### src/rtl/ber_pkg.sv
// ber_pkg: shared state encoding and constants for the channel BER meter
package ber_pkg;
   typedef enum logic [1:0] {IDLE, MEASURE, DRAIN, DONE} state_t;
   localparam int DEF_DATA_W   = 32;
   localparam int DRAIN_CYCLES = 2;
endpackage

### src/rtl/channel_ber_meter_if.sv
// channel_ber_meter_if: control, sample and result signals of the BER meter
interface channel_ber_meter_if #(
   parameter int DATA_W   = 32,
   parameter int WIN_LOG2 = 10
) ();
   logic                start;
   logic                valid;
   logic [DATA_W-1:0]   y_ref;
   logic [DATA_W-1:0]   y_rx;
   logic                busy;
   logic                done;
   logic [WIN_LOG2+5:0] bit_err_cnt;
   logic [WIN_LOG2:0]   word_err_cnt;
   logic [WIN_LOG2:0]   max_burst;
   modport master (output start, valid, y_ref, y_rx,
                   input  busy, done, bit_err_cnt, word_err_cnt, max_burst);
   modport slave  (input  start, valid, y_ref, y_rx,
                   output busy, done, bit_err_cnt, word_err_cnt, max_burst);
endinterface

### src/rtl/popcount_w.sv
// popcount_w: combinational population count of a DATA_W-bit word
module popcount_w #(
   parameter int DATA_W = 32
) (
   input  logic [DATA_W-1:0]         data_i,
   output logic [$clog2(DATA_W):0]   count_o
);
   // add up every set bit
   always_comb begin
      count_o = '0;
      for (int i = 0; i < DATA_W; i++) count_o = count_o + {{$clog2(DATA_W){1'b0}}, data_i[i]};
   end
endmodule

### src/rtl/channel_ber_meter.sv
// channel_ber_meter: windowed bit/word error counter between clean and noisy words; BER_BURST_TRACK_EN adds longest-error-run tracking
module channel_ber_meter
   import ber_pkg::*;
#(
   parameter int DATA_W   = DEF_DATA_W,
   parameter int WIN_LOG2 = 10
) (
   input logic                 clk,
   input logic                 reset,
   channel_ber_meter_if.slave  bus
);
   localparam int PW = $clog2(DATA_W) + 1;
   localparam int BW = WIN_LOG2 + 6;
   localparam int CW = WIN_LOG2 + 1;
   localparam logic [CW-1:0] LAST = CW'((1 << WIN_LOG2) - 1);

   state_t            state_q, state_d;
   logic [CW-1:0]     cnt_q, cnt_d;
   logic              drain_q, drain_d;
   logic              s1_vld_q, s2_vld_q, s2_err_q;
   logic [DATA_W-1:0] s1_diff_q;
   logic [PW-1:0]     pop, s2_pop_q;
   logic [BW-1:0]     bit_q;
   logic [CW-1:0]     word_q;
   logic              accept, go;

   assign accept = bus.valid && state_q == MEASURE;
   assign go     = bus.start && (state_q == IDLE || state_q == DONE);

   popcount_w #(.DATA_W(DATA_W)) u_pop (.data_i(s1_diff_q), .count_o(pop));

   // next state, window sample counter and drain timer
   always_comb begin
      state_d = state_q;
      cnt_d   = cnt_q;
      drain_d = drain_q;
      unique case (state_q)
         IDLE, DONE: if (go) begin
            state_d = MEASURE;
            cnt_d   = '0;
         end
         MEASURE: if (accept) begin
            cnt_d   = cnt_q + 1'b1;
            drain_d = 1'b0;
            state_d = cnt_q == LAST ? DRAIN : MEASURE;
         end
         DRAIN: begin
            drain_d = drain_q + 1'b1;
            state_d = drain_q == 1'(DRAIN_CYCLES - 1) ? DONE : DRAIN;
         end
         default: state_d = IDLE;
      endcase
   end

   // state register
   always_ff @(posedge clk or negedge reset)
      if (!reset) begin
         state_q <= IDLE;
         cnt_q   <= '0;
         drain_q <= 1'b0;
      end else begin
         state_q <= state_d;
         cnt_q   <= cnt_d;
         drain_q <= drain_d;
      end

   // two-stage compare pipeline: xor, then popcount and any-error flag
   always_ff @(posedge clk or negedge reset)
      if (!reset) begin
         s1_vld_q  <= 1'b0;
         s1_diff_q <= '0;
         s2_vld_q  <= 1'b0;
         s2_pop_q  <= '0;
         s2_err_q  <= 1'b0;
      end else begin
         s1_vld_q  <= accept && !go;
         s1_diff_q <= bus.y_ref ^ bus.y_rx;
         s2_vld_q  <= s1_vld_q && !go;
         s2_pop_q  <= pop;
         s2_err_q  <= |s1_diff_q;
      end

   // accumulate retiring stage-2 results; a new start clears them
   always_ff @(posedge clk or negedge reset)
      if (!reset) begin
         bit_q  <= '0;
         word_q <= '0;
      end else if (go) begin
         bit_q  <= '0;
         word_q <= '0;
      end else if (s2_vld_q) begin
         bit_q  <= bit_q + BW'(s2_pop_q);
         word_q <= word_q + CW'(s2_err_q);
      end

`ifdef BER_BURST_TRACK_EN
   logic [CW-1:0] run_q, run_d, max_q;
   assign run_d = s2_err_q ? run_q + 1'b1 : '0;

   // current error run and the longest seen in this window
   always_ff @(posedge clk or negedge reset)
      if (!reset) begin
         run_q <= '0;
         max_q <= '0;
      end else if (go) begin
         run_q <= '0;
         max_q <= '0;
      end else if (s2_vld_q) begin
         run_q <= run_d;
         max_q <= run_d > max_q ? run_d : max_q;
      end

   assign bus.max_burst = max_q;
`else
   assign bus.max_burst = '0;
`endif

   assign bus.busy         = state_q == MEASURE || state_q == DRAIN;
   assign bus.done         = state_q == DONE;
   assign bus.bit_err_cnt  = bit_q;
   assign bus.word_err_cnt = word_q;
endmodule
### src/flat_wrapper.sv
// flat-port wrapper written by rule: the top's interface ports become plain ports
module channel_ber_meter_flat import ber_pkg::*;
#(
   parameter int DATA_W   = DEF_DATA_W,
   parameter int WIN_LOG2 = 10
)
  (clk, reset, bus_start, bus_valid, bus_y_ref, bus_y_rx, bus_busy, bus_done, bus_bit_err_cnt, bus_word_err_cnt, bus_max_burst);
  channel_ber_meter_if #(.DATA_W(DATA_W), .WIN_LOG2(WIN_LOG2)) bus_i ();
  input logic clk;
  input logic reset;
  input wire logic [$bits(bus_i.start)-1:0] bus_start;
  input wire logic [$bits(bus_i.valid)-1:0] bus_valid;
  input wire logic [$bits(bus_i.y_ref)-1:0] bus_y_ref;
  input wire logic [$bits(bus_i.y_rx)-1:0] bus_y_rx;
  output wire logic [$bits(bus_i.busy)-1:0] bus_busy;
  output wire logic [$bits(bus_i.done)-1:0] bus_done;
  output wire logic [$bits(bus_i.bit_err_cnt)-1:0] bus_bit_err_cnt;
  output wire logic [$bits(bus_i.word_err_cnt)-1:0] bus_word_err_cnt;
  output wire logic [$bits(bus_i.max_burst)-1:0] bus_max_burst;
  assign bus_i.start = bus_start;
  assign bus_i.valid = bus_valid;
  assign bus_i.y_ref = bus_y_ref;
  assign bus_i.y_rx = bus_y_rx;
  assign bus_busy = bus_i.busy;
  assign bus_done = bus_i.done;
  assign bus_bit_err_cnt = bus_i.bit_err_cnt;
  assign bus_word_err_cnt = bus_i.word_err_cnt;
  assign bus_max_burst = bus_i.max_burst;
  channel_ber_meter #(.DATA_W(DATA_W), .WIN_LOG2(WIN_LOG2)) u_core (.clk(clk), .reset(reset), .bus(bus_i));
endmodule
### config.mk
export PLATFORM = sky130hd
export DESIGN_NAME = channel_ber_meter_flat
export DESIGN_NICKNAME = d
export VERILOG_FILES = /design/src/rtl/ber_pkg.sv /design/src/rtl/channel_ber_meter_if.sv /design/src/rtl/popcount_w.sv /design/src/rtl/channel_ber_meter.sv /design/src/flat_wrapper.sv
export SDC_FILE = /design/constraint.sdc
export NUM_CORES = 1
export LEC_CHECK = 0
export CELL_PAD_IN_SITES_DETAIL_PLACEMENT = 0
export CELL_PAD_IN_SITES_GLOBAL_PLACEMENT = 1
export CORE_MARGIN = 5
export CORE_UTILIZATION = 35
export CTS_CLUSTER_DIAMETER = 50
export DETAILED_ROUTE_END_ITERATION = 7
export PLACE_DENSITY_LB_ADDON = 0.1
export REMOVE_ABC_BUFFERS = 1
export SETUP_SLACK_MARGIN = 0.2
export SYNTH_ARGS = -nofsm -noshare
export SYNTH_HDL_FRONTEND = slang
export SYNTH_HIERARCHICAL = 1
export SYNTH_SLANG_ARGS = --single-unit
### constraint.sdc
create_clock -name clk -period 4.09 [get_ports clk]
set_input_delay 0.818 -clock clk [delete_from_list [all_inputs] [get_ports clk]]
set_output_delay 0.818 -clock clk [all_outputs]
set_load 0.02 [all_outputs]
==> metrics <==
outcome=finished, violations left; failing checks=setup timing; maximum vdd drop=just over 0.7 mV; Synth top area share=between 40% and 50%; met1 Use GR=17.7%; via count=3255; min setup slack post-route=-0.430 ns; first-pass GRT wire length=16700 µm; max_slew headroom=32.7%; WP data arrival=4.78 ns; P per Cell Area=873 nW/µm²; die area=15600 µm²; CP Capture Type=register; share of layout cells above drive strength 1=7.77%; routing usage on met2=19.7%; Hold Slack=0.456 ns; most area-hungry cell type in the Yosys netlist=dfrtp_1; clock-pin slew of the registers on the worst-case setup and hold paths=0.06 ns; routed len/inst=around 14 µm; Clock Latency Late Sink=0.34 ns; CTS tree=yes; Setup Viol. Count Final=5; Final Skew=0.00646 ns; Detailed Routing Iterations Pass 1=4; slowest CP cell=fa_2; CP max stage delay=approximately 0.57 ns; CP required=4.35 ns; synthesized area per cell=between 10 and 15 µm²; Routed Antenna Nets=0; DRC=0; initial cell density of the core=35.4%; largest net degree at the start of global routing=83; RSZ-0062 raised after global routing=yes; die width=125 µm; PortBufs=96; vias in the first global route=3470; # rows=42; endpoints failing hold=0; IO Count=108; crit path launch=u_core/s1_diff_q[0]$_DFF_PN0_; hold buffer count at cts=0; max-slew violation count=0; Power Total=~5.3 mW; ys flop type=dfrtp_1; P_leak=2.65 nW; initial drt markers=145; number of synthesized flops with an enable pin=0; placed wire-length estimate=~7400 µm; Setup Crit Path Kind=register to register; YS warnings=6; height of the die=~120 µm; maxcap violations=0; TritonCTS buffer count=9; vias per cell=~4.6; asr flop ratio synth=100%; worst r2r src=u_core/s1_diff_q[0]$_DFF_PN0_; GPL Wtd Cong=0.819; Hold Crit Start=u_core/s1_vld_q$_DFF_PN0_; Top cell by count, worst path=fa_1; Final Cycle Share=111%; gr usage total=13.0%; register bit total from synthesis=just over 80; GRT Max-Usage Layer=met2; clk sinks=82; worst path cell trace=inv_1 > fa_1 > inv_1 > fa_2 > fa_1 > fa_2 > fa_1 > inv_1 > fa_1 > inv_2 > ha_4 > inv_2 > fa_2 > nand2b_4 > a21oi_4 > xor2_1; Core Footprint=between 10000 and 15000 µm²; post-synthesis instance area=roughly 4600 µm²; grt ovf=0; top cells by area, synth=dfrtp_1, fa_1, xor2_1; initial antenna violation count=0; Netlist cell types=49; Post-Synthesis Cells=between 400 and 500; Post-synth top cells=dfrtp_1, xor2_1, inv_1; count leader, synth=dfrtp_1; Worst Hold Class=register to register; Fmax=0.221 GHz; Crit Path Max Fanout=2; sequential element share of the synthesized area=between 40 and 50%; crit path launch type=register; minimum clock period=4.52 ns; WL final=9590 µm; total number of H-tree levels=3; met3 Use GR=4.52%; Root Buffer=clkbuf_16; P&R area growth vs syn=32.2%; worst slew pin tran=1.01 ns; post-layout net count=~640; diodes inserted=0; clk buf depth=2
-- critical path: cells and delay by family, from the launching register on --
family | cells | cell delay, ns
buffers and inverters | 5 | 0.30
adders and majority gates | 8 | 3.37
AOI/OAI and AO/OA | 1 | 0.12
and+or+nand+nor | 1 | 0.16
xor gates and xnor gates | 1 | 0.15
DFF | 1 | 0.34
-- timing repair --
item	CTS	global route
setup endpoints to repair	6	6
cloned	0	0
pin swaps	9	7
setup buffers	1	1
gates resized for setup	8	8
-- kinds of logic (layout without fill, tap and decap cells) --
group | count (synthesis) | count (layout) | share of synthesized area, %
AND/OR/NAND/NOR | 116 | 116 | 13.7
multiplexers | 7 | 7 | 1.51
flip-flops | 82 | 82 | 44.3
other | 1 | 11 | 0.0810
XOR/XNOR | 45 | 45 | 8.52
AO/OA/AOI/OAI | 69 | 69 | 9.73
buffers and inverters | 60 | 154 | 6.22
adder cells (fa/ha/maj) | 44 | 44 | 16.0
-- metrics by stage --
stage	worst slack, ns	area, µm²	TNS [ns]	utilization, %	cells
after floorplan	-0.383	4520	-1.20	-	412
after global placement	-0.447	5720	-1.74	43.7	687
after detailed placement	-0.622	5720	-2.40	43.7	687
after CTS	-0.464	6090	-1.95	46.5	703
after global routing	-0.638	6120	-2.68	46.8	704
final	-0.430	6120	-1.71	46.8	704
-- layout by cell type, fill, tap and decap left out, drive strengths merged, types with 8 or more instances in the layout --
cell,count
nand4,10
clkdlybuf4s50,95
dfrtp,82
xor2,39
or4,9
o31ai,8
a21oi,25
nor2,20
nand3,10
o21ai,14
clkbuf,10
nor4,8
ha,19
fa,25
conb,11
inv,38
nand2,24
-- path summary, 6_finish.rpt --
check | cells after the start | end | slack [ns]
max in group asynchronous | 1 | u_core/cnt_q[9]$_DFFE_PN0P_ | 2.79
max | 16 | u_core/s2_pop_q[4]$_DFF_PN0_ | -0.43
min | 1 | u_core/s2_vld_q$_DFF_PN0_ | 0.46
min reg2reg | 1 | u_core/s2_vld_q$_DFF_PN0_ | 0.46
min in group asynchronous | 1 | u_core/bus.bit_err_cnt[12]$_DFFE_PN0P_ | 0.65
max reg2reg | 16 | u_core/s2_pop_q[4]$_DFF_PN0_ | -0.43
-- registers in the layout (all words and copies together), names as in the netlist --
name / cells
u_core/bus.bit_err_cnt: 16
u_core/bus.word_err_cnt: 11
u_core/cnt_q: 11
u_core/drain_q: 1
u_core/s1_diff_q: 32
u_core/s1_vld_q: 1
u_core/s2_err_q: 1
u_core/s2_pop_q: 6
u_core/s2_vld_q: 1
u_core/state_q: 2
-- layout make-up --
type | count | area (µm²)
sequential | 82 | 2050
clock buffer | 10 | 239
multi-input combinational | 292 | 2370
inverter | 38 | 143
tap | 176 | 220
clock inverter | 5 | 103
timing repair buffer | 101 | 996
fill | 1221 | 6970
-- layer usage --
layer | routed length, µm | up-vias
li1 | - | 1629
met2 | 4420 | 78
met5 | 0 | -
met1 | 4470 | 1536
met4 | 128 | 0
met3 | 575 | 12
-- power breakdown --
group          internal (mW)  switching [mW]  total [mW]  leakage (nW)
combinational           1.63            1.63        3.26          1.45
clock                  0.608           0.314       0.922         0.165
sequential              1.01           0.149        1.16          1.03
total                   3.25            2.09        5.34          2.65
(Power assumes the default switching activity.)
